--- config.mk ---
export PLATFORM = sky130hd
export DESIGN_NAME = layer_argmax_flat
export DESIGN_NICKNAME = d
export VERILOG_FILES = /design/src/rtl/layer_argmax_pkg.sv /design/src/rtl/layer_argmax_if.sv /design/src/rtl/layer_argmax.sv /design/src/flat_wrapper.sv
export SDC_FILE = /design/constraint.sdc
export NUM_CORES = 1
export LEC_CHECK = 0
export BUFFER_PORTS_ARGS = -buffer_cell sky130_fd_sc_hd__buf_2
export CELL_PAD_IN_SITES_DETAIL_PLACEMENT = 1
export CELL_PAD_IN_SITES_GLOBAL_PLACEMENT = 1
export CORE_MARGIN = 2
export CORE_UTILIZATION = 49
export DETAILED_ROUTE_END_ITERATION = 8
export PLACE_DENSITY = 0.88
export SETUP_SLACK_MARGIN = 0.5
export SYNTH_ARGS = -nofsm -noshare
export SYNTH_HDL_FRONTEND = slang
export SYNTH_SLANG_ARGS = --single-unit
export TNS_END_PERCENT = 5
--- constraint.sdc ---
create_clock -name clk -period 17.4 [get_ports clk]
set_input_delay 4.35 -clock clk [delete_from_list [all_inputs] [get_ports clk]]
set_output_delay 4.35 -clock clk [all_outputs]
set_load 0.02 [all_outputs]
--- src/rtl/layer_argmax_pkg.sv ---
// Shared configuration for the classification (argmax) stage.
// Provides the default layer geometry, the argmax FSM state type and the
// strict-greater compare helper used by the scan datapath.
package layer_argmax_pkg;

  localparam int L3_NN         = 10;
  localparam int NN_DATA_WIDTH = 16;
  localparam int L3_CLASS_W    = $clog2(L3_NN);

  // Operand width of gt(); callers extend their lanes to this width
  // (sign- or zero-extension matching the compare mode) before calling.
  localparam int GT_W = 64;

  typedef enum logic [1:0] {
    ARG_IDLE = 2'd0,
    ARG_SCAN = 2'd1,
    ARG_DONE = 2'd2
  } argmax_state_t;

  // Strict-greater decision; equal values return 0 so ties keep the incumbent.
  function automatic logic gt(input logic [GT_W-1:0] a,
                              input logic [GT_W-1:0] b,
                              input logic            signed_cmp);
    logic res;
    if (signed_cmp) begin
      res = ($signed(a) > $signed(b));
    end else begin
      res = (a > b);
    end
    return res;
  endfunction

endpackage

--- src/rtl/layer_argmax_if.sv ---
// Bundle between the final fully-connected layer and the argmax stage.
//   i_valid      per-lane valid (bit j qualifies lane j)
//   i_data_flat  lane j at bits [j*data_width +: data_width]
//   o_busy       stage is scanning or presenting a result
//   o_valid      one-cycle result strobe
//   o_class      index of the winning lane
//   o_max        value of the winning lane
//   o_drop       one-cycle pulse: lane valids arrived while busy
// master = upstream producer / consumer side, slave = argmax stage.
interface layer_argmax_if
  import layer_argmax_pkg::*;
#(
  parameter int nn         = L3_NN,
  parameter int data_width = NN_DATA_WIDTH,
  parameter int class_w    = $clog2(nn)
);

  logic [nn-1:0]            i_valid;
  logic [nn*data_width-1:0] i_data_flat;
  logic                     o_busy;
  logic                     o_valid;
  logic [class_w-1:0]       o_class;
  logic [data_width-1:0]    o_max;
  logic                     o_drop;

  modport master (
    output i_valid, i_data_flat,
    input  o_busy, o_valid, o_class, o_max, o_drop
  );

  modport slave (
    input  i_valid, i_data_flat,
    output o_busy, o_valid, o_class, o_max, o_drop
  );

endinterface

--- src/rtl/layer_argmax.sv ---
// Argmax classification stage.
// Collects one activation per output neuron (lane valids may arrive on
// different cycles), then scans the stored lanes one compare per clock and
// reports the index/value of the largest with a one-cycle o_valid strobe.
// Ports:
//   clk  rising-edge clock
//   rst  asynchronous, active-high reset
//   bus  layer_argmax_if.slave (lane inputs, result and status outputs)
module layer_argmax
  import layer_argmax_pkg::*;
#(
  parameter int nn         = L3_NN,
  parameter int data_width = NN_DATA_WIDTH,
  parameter int signed_cmp = 0
) (
  input  logic                 clk,
  input  logic                 rst,
  layer_argmax_if.slave        bus
);

  localparam int class_w = $clog2(nn);
  localparam logic [class_w-1:0] LAST_IDX = class_w'(nn - 1);

  argmax_state_t          state_r;
  argmax_state_t          state_nx_s;

  logic [data_width-1:0]  lane_r [nn];
  logic [data_width-1:0]  lane_in_s [nn];
  logic [nn-1:0]          sticky_r;
  logic [class_w-1:0]     cnt_r;
  logic [data_width-1:0]  best_val_r;
  logic [class_w-1:0]     best_idx_r;

  logic                   o_valid_r;
  logic [class_w-1:0]     o_class_r;
  logic [data_width-1:0]  o_max_r;
  logic                   o_drop_r;

  logic                   busy_s;
  logic                   all_set_s;
  logic                   last_s;
  logic                   better_s;
  logic [data_width-1:0]  lane0_s;
  logic [data_width-1:0]  cand_s;

  // Extend a lane to the compare width without changing its value in the
  // selected number system.
  function automatic logic [GT_W-1:0] widen(input logic [data_width-1:0] v);
    logic fill;
    if (signed_cmp != 0) begin
      fill = v[data_width-1];
    end else begin
      fill = 1'b0;
    end
    return {{(GT_W-data_width){fill}}, v};
  endfunction

  // Unpack the flat lane bus into an array.
  always_comb begin
    for (int j = 0; j < nn; j++) begin
      lane_in_s[j] = bus.i_data_flat[j*data_width +: data_width];
    end
  end

  // Status and scan-step decode.
  always_comb begin
    busy_s    = (state_r == ARG_SCAN) || (state_r == ARG_DONE);
    all_set_s = &(sticky_r | bus.i_valid);
    last_s    = (cnt_r == LAST_IDX);
    // Lane 0 may be arriving on the very edge that completes the set.
    if (bus.i_valid[0]) begin
      lane0_s = lane_in_s[0];
    end else begin
      lane0_s = lane_r[0];
    end
    cand_s   = lane_r[cnt_r];
    better_s = gt(widen(cand_s), widen(best_val_r), signed_cmp != 0);
  end

  // Next-state logic.
  always_comb begin
    state_nx_s = state_r;
    case (state_r)
      ARG_IDLE: begin
        if (all_set_s) begin
          state_nx_s = ARG_SCAN;
        end else begin
          state_nx_s = ARG_IDLE;
        end
      end
      ARG_SCAN: begin
        if (last_s) begin
          state_nx_s = ARG_DONE;
        end else begin
          state_nx_s = ARG_SCAN;
        end
      end
      ARG_DONE: state_nx_s = ARG_IDLE;
      default:  state_nx_s = ARG_IDLE;
    endcase
  end

  // State register.
  always_ff @(posedge clk or posedge rst) begin
    if (rst) begin
      state_r <= ARG_IDLE;
    end else begin
      state_r <= state_nx_s;
    end
  end

  // Lane capture, sequential scan and result registers.
  always_ff @(posedge clk or posedge rst) begin
    if (rst) begin
      for (int j = 0; j < nn; j++) begin
        lane_r[j] <= '0;
      end
      sticky_r   <= '0;
      cnt_r      <= '0;
      best_val_r <= '0;
      best_idx_r <= '0;
      o_valid_r  <= 1'b0;
      o_class_r  <= '0;
      o_max_r    <= '0;
      o_drop_r   <= 1'b0;
    end else begin
      o_valid_r <= 1'b0;
      o_drop_r  <= busy_s && (|bus.i_valid);
      case (state_r)
        ARG_IDLE: begin
          for (int j = 0; j < nn; j++) begin
            if (bus.i_valid[j]) begin
              lane_r[j] <= lane_in_s[j];
            end
          end
          sticky_r <= sticky_r | bus.i_valid;
          if (all_set_s) begin
            best_val_r <= lane0_s;
            best_idx_r <= '0;
            cnt_r      <= class_w'(1);
          end
        end
        ARG_SCAN: begin
          if (better_s) begin
            best_val_r <= cand_s;
            best_idx_r <= cnt_r;
          end
          cnt_r <= cnt_r + class_w'(1);
          // Final compare bypasses best_* so the result lands this edge.
          if (last_s) begin
            o_valid_r <= 1'b1;
            if (better_s) begin
              o_class_r <= cnt_r;
              o_max_r   <= cand_s;
            end else begin
              o_class_r <= best_idx_r;
              o_max_r   <= best_val_r;
            end
          end
        end
        ARG_DONE: begin
          sticky_r <= '0;
          cnt_r    <= '0;
        end
        default: begin
          sticky_r <= '0;
          cnt_r    <= '0;
        end
      endcase
    end
  end

  assign bus.o_busy  = busy_s;
  assign bus.o_valid = o_valid_r;
  assign bus.o_class = o_class_r;
  assign bus.o_max   = o_max_r;
  assign bus.o_drop  = o_drop_r;

endmodule
--- src/flat_wrapper.sv ---
// flat-port wrapper written by rule: the top's interface ports become plain ports
module layer_argmax_flat import layer_argmax_pkg::*;
#(
  parameter int nn         = L3_NN,
  parameter int data_width = NN_DATA_WIDTH,
  parameter int signed_cmp = 0
)
  (clk, rst, bus_i_valid, bus_i_data_flat, bus_o_busy, bus_o_valid, bus_o_class, bus_o_max, bus_o_drop);
  layer_argmax_if #(.nn(nn), .data_width(data_width)) bus_i ();
  input  logic clk;
  input  logic rst;
  input wire logic [$bits(bus_i.i_valid)-1:0] bus_i_valid;
  input wire logic [$bits(bus_i.i_data_flat)-1:0] bus_i_data_flat;
  output wire logic [$bits(bus_i.o_busy)-1:0] bus_o_busy;
  output wire logic [$bits(bus_i.o_valid)-1:0] bus_o_valid;
  output wire logic [$bits(bus_i.o_class)-1:0] bus_o_class;
  output wire logic [$bits(bus_i.o_max)-1:0] bus_o_max;
  output wire logic [$bits(bus_i.o_drop)-1:0] bus_o_drop;
  assign bus_i.i_valid = bus_i_valid;
  assign bus_i.i_data_flat = bus_i_data_flat;
  assign bus_o_busy = bus_i.o_busy;
  assign bus_o_valid = bus_i.o_valid;
  assign bus_o_class = bus_i.o_class;
  assign bus_o_max = bus_i.o_max;
  assign bus_o_drop = bus_i.o_drop;
  layer_argmax #(.nn(nn), .data_width(data_width), .signed_cmp(signed_cmp)) u_core (.clk(clk), .rst(rst), .bus(bus_i));
endmodule
==> flow_summary.yaml <==
setup_path:
  cp_slowest_cell: "o21a_1"
  worst_r2r_endpoint: "u_core.best_val_r[10]"
  rrSetupSlack_ns: 12.20
  critical_path.max_fanout: 20
  timing.critical_path.to_type: "register"
  worstPathRequired_ns: 17.78
  cp-start-kind: "input port"
  criticalPathCategory: "in -> reg"
  worst_path_dominant_cell_family: "simple AND/OR/NAND/NOR gates"
  cp_cell_sequence: "buf_2 -> o22ai_1 -> or3_1 -> o21a_1 -> nor2_4 -> a221oi_1"
  reg2reg_depth: 10
  cp_data_arrival_time_ns: 6.48
  cp_num_buf_inv: 1
  worst_path_largest_cell_delay_ns: 0.46
  rr_startpoint: "u_core.cnt_r[0]"
timing:
  layout_worst_path_cycle_share: 0.351
  setup_total_negative_slack_ns: 0
  clock_skew_ns: 0.0116
  slew_headroom: 0.306
  max_freq_ghz: 0.164
  timing.final.setup_violations: 0
  tightestPinTransition_ns: 1.04
  final_period_minus_worst_setup_slack_ns: 6.10
  hold_violations_final: 0
  rsz_0062_raised_after_global_routing: "no"
  maxSlewViolCount: 0
synthesis:
  postSynthCellCount: 856
  synth_flop_cell: "dfrtp_1"
  asyncSetResetFlopFracSynth: 1.00
  yosysWarningCount: 0
  yosys.area.top_type: "dfrtp_1"
  synth-seq-area-share: 0.507
  synth_area_um2: 10800
  yosys_register_bits: 218
  distinct_cells_synth: 53
  syn_area_per_cell_um2: 12.6
  synth_commonest_cells: "dfrtp_1, mux2_2, mux2i_1"
  post-synth-top-count-cell: "dfrtp_1"
  synthSimpleGateAreaFrac: 0.0585
  post_synth_fa_ha_maj_area_fraction: 0.0233
  post_synth_main_area_contributors: "dfrtp_1, mux2_2, mux2i_1, ha_1, mux4_2"
  dominant_combinational_cell_family_by_area_after_synthesis: "multiplexers"
  synth_fp_nets: 1048
  post-synth-top-area-fraction: 0.507
  muxShareOfSynthArea: 0.283
  complex_gate_fraction_of_the_synthesized_area: 0.0907
  synthXorXnorAreaFrac: 0
  synth_enable_flop_cells: 0
cts:
  cts_buffer_depth: 3
  clkSlewWorstSetupHoldPaths_ns: 0.06
  number_of_buffers_added_for_setup_after_cts: 0
  ctsResizeCount: 0
  clock_sinks: 218
  cts_made_buffers: 25
  cts-hold-fix-buffers: 0
  htreeDepth: 1
  tritoncts: "yes"
  clock_tree.root_cell: "clkbuf_16"
  clock_insertion_delay_worst_skew_ns: 0.52
worst_hold_path:
  hold_start: "u_core.bus.o_class[3]"
  holdCritPathClass: "reg -> reg"
  timing.hold.worst_endpoint: "u_core.bus.o_class[3]"
  whs_path_depth: 2
detailed_routing:
  drtAntennaViolNets: 0
  post_drt_via_cell_ratio: 5.84
  routed-via-count: 7777
  postRouteWirelength_um: 31500
  first_pass_iters: 4
  route.detailed.wl_per_inst_um: 23.7
  drt_drc_violations_left: 0
  drt-initial-drc-count: 305
floorplanning:
  dieWidth_um: 152
  core_region_area_um2: 21700
  die_area_um2: 23200
  dieHeight_um: 152
  initial_utilization: 0.496
  rows: 54
  floorplan.io_pins: 195
final_layout:
  design.final.nets: 1223
  layout-drive-gt1-share: 0.429
  fin_cells: 1331
  syn2layout_area_growth_pct: 17.7
global_route:
  grt_start_max_net_pins: 101
  antenna_found_initial: 6
  grt_pass1_wl_um: 49700
  total_congestion_overflow: 0
  vias_in_the_first_global_route: 8738
  grtUsageTotal: 0.272
job:
  cap_viol_max_count: 0
power_and_ir_drop:
  irDropWorstVdd_uv: 122
  pd_cells_nw_per_um2: 217
  static-leakage-power_nw: 5.82
placement:
  gp_congestion: 0.790
  detailedPlacementHpwl_um: 22800
  place_inst: 1284
  port-buffer-count: 194
status:
  status: "complete, no violations"
==> worst max path at each step <==
stage / from / endpoint / slack [ns] / depth (start not counted)
after global routing: rst / u_core.cnt_r[0] / 10.98 / 4
after global placement: rst / u_core.cnt_r[0] / 10.68 / 4
after detailed placement: rst / u_core.cnt_r[0] / 10.66 / 4
after CTS: rst / u_core.cnt_r[0] / 11.18 / 4
final: bus_i_valid[0] / u_core.best_val_r[0] / 11.30 / 6
after floorplan: rst / u_core.best_idx_r[0] / 7.09 / 1
==> cell usage in the layout (no fill, tap or decap), drive strengths merged, types with 5 or more instances in the layout <==
cell type,synthesis,routed
dfrtp,218,218
buf,30,202
mux2,169,169
mux2i,89,89
nand2,52,52
nor2,50,50
clkbuf,24,34
inv,26,27
o21ai,23,23
a21oi,22,22
ha,20,20
o22ai,16,16
nand3,16,16
o221ai,13,13
o31a,12,12
mux4,10,10
a221oi,10,10
nand4,9,9
o31ai,8,8
clkinv,1,6
a2bb2oi,5,5
o311ai,5,5
==> stage by stage <==
stage	setup WS, ns	total power [mW]	util	hold slack (ns)	cell area (µm²)
after CTS	11.18	2.76	0.584	0.485	12700
after floorplan	7.09	1.87	-	0.463	10800
after global placement	10.68	2.12	0.547	0.449	11900
after detailed placement	10.66	2.21	0.547	0.471	11900
after global routing	10.98	2.91	0.584	0.506	12700
final	11.30	2.75	0.584	0.474	12700
==> state kept, by name, indices dropped and copies added, names as in the netlist <==
name and flops:
u_core.sticky_r 10, u_core.bus.o_class 4, u_core.state_r 2, u_core.bus.o_max 16
u_core.cnt_r 4, u_core.bus.o_drop 1, u_core.lane_r 160, u_core.bus.o_valid 1
u_core.best_idx_r 4, u_core.best_val_r 16
==> layer usage <==
metal	global-route usage	vias to the layer above	wire length (µm)
li1	-	3481	-
met1	0.347	3984	13000
met2	0.465	233	15700
met3	0.0535	75	1760
met4	0.0930	4	1030
met5	0	-	14
==> layout make-up <==
type | count | area [µm²]
fillers | 2265 | 9020
flip-flops and latches | 218 | 5460
multi-input cells | 557 | 4900
repair buffers | 202 | 1030
clock buffers | 34 | 699
well taps | 280 | 350
clock inverters | 10 | 109
inverters | 27 | 109
diodes | 3 | 7.51
==> tightest hold or removal path, stage by stage, from the launching register on <==
cell and delay [ns]:
dfrtp_1 0.34, nand2_1 0.05, nand2_1 0.05
==> power breakdown <==
part / leakage (nW) / switching [mW] / total (mW) / internal [mW]
logic: 2.85 / 0.692 / 1.29 / 0.595
registers: 2.58 / 0.180 / 0.944 / 0.764
clock network: 0.395 / 0.210 / 0.520 / 0.310
total: 5.82 / 1.08 / 2.75 / 1.67
==> kinds of logic (layout without fill, tap and decap cells) <==
family                   Yosys count  in the layout
adder cells (fa/ha/maj)           20             20
AND/OR/NAND/NOR                  143            143
multiplexers                     268            268
flip-flops                       218            218
other                              0              3
AO/OA/AOI/OAI                    126            126
buffers and inverters             81            273
Note: power is estimated with default switching activity, not from simulation.
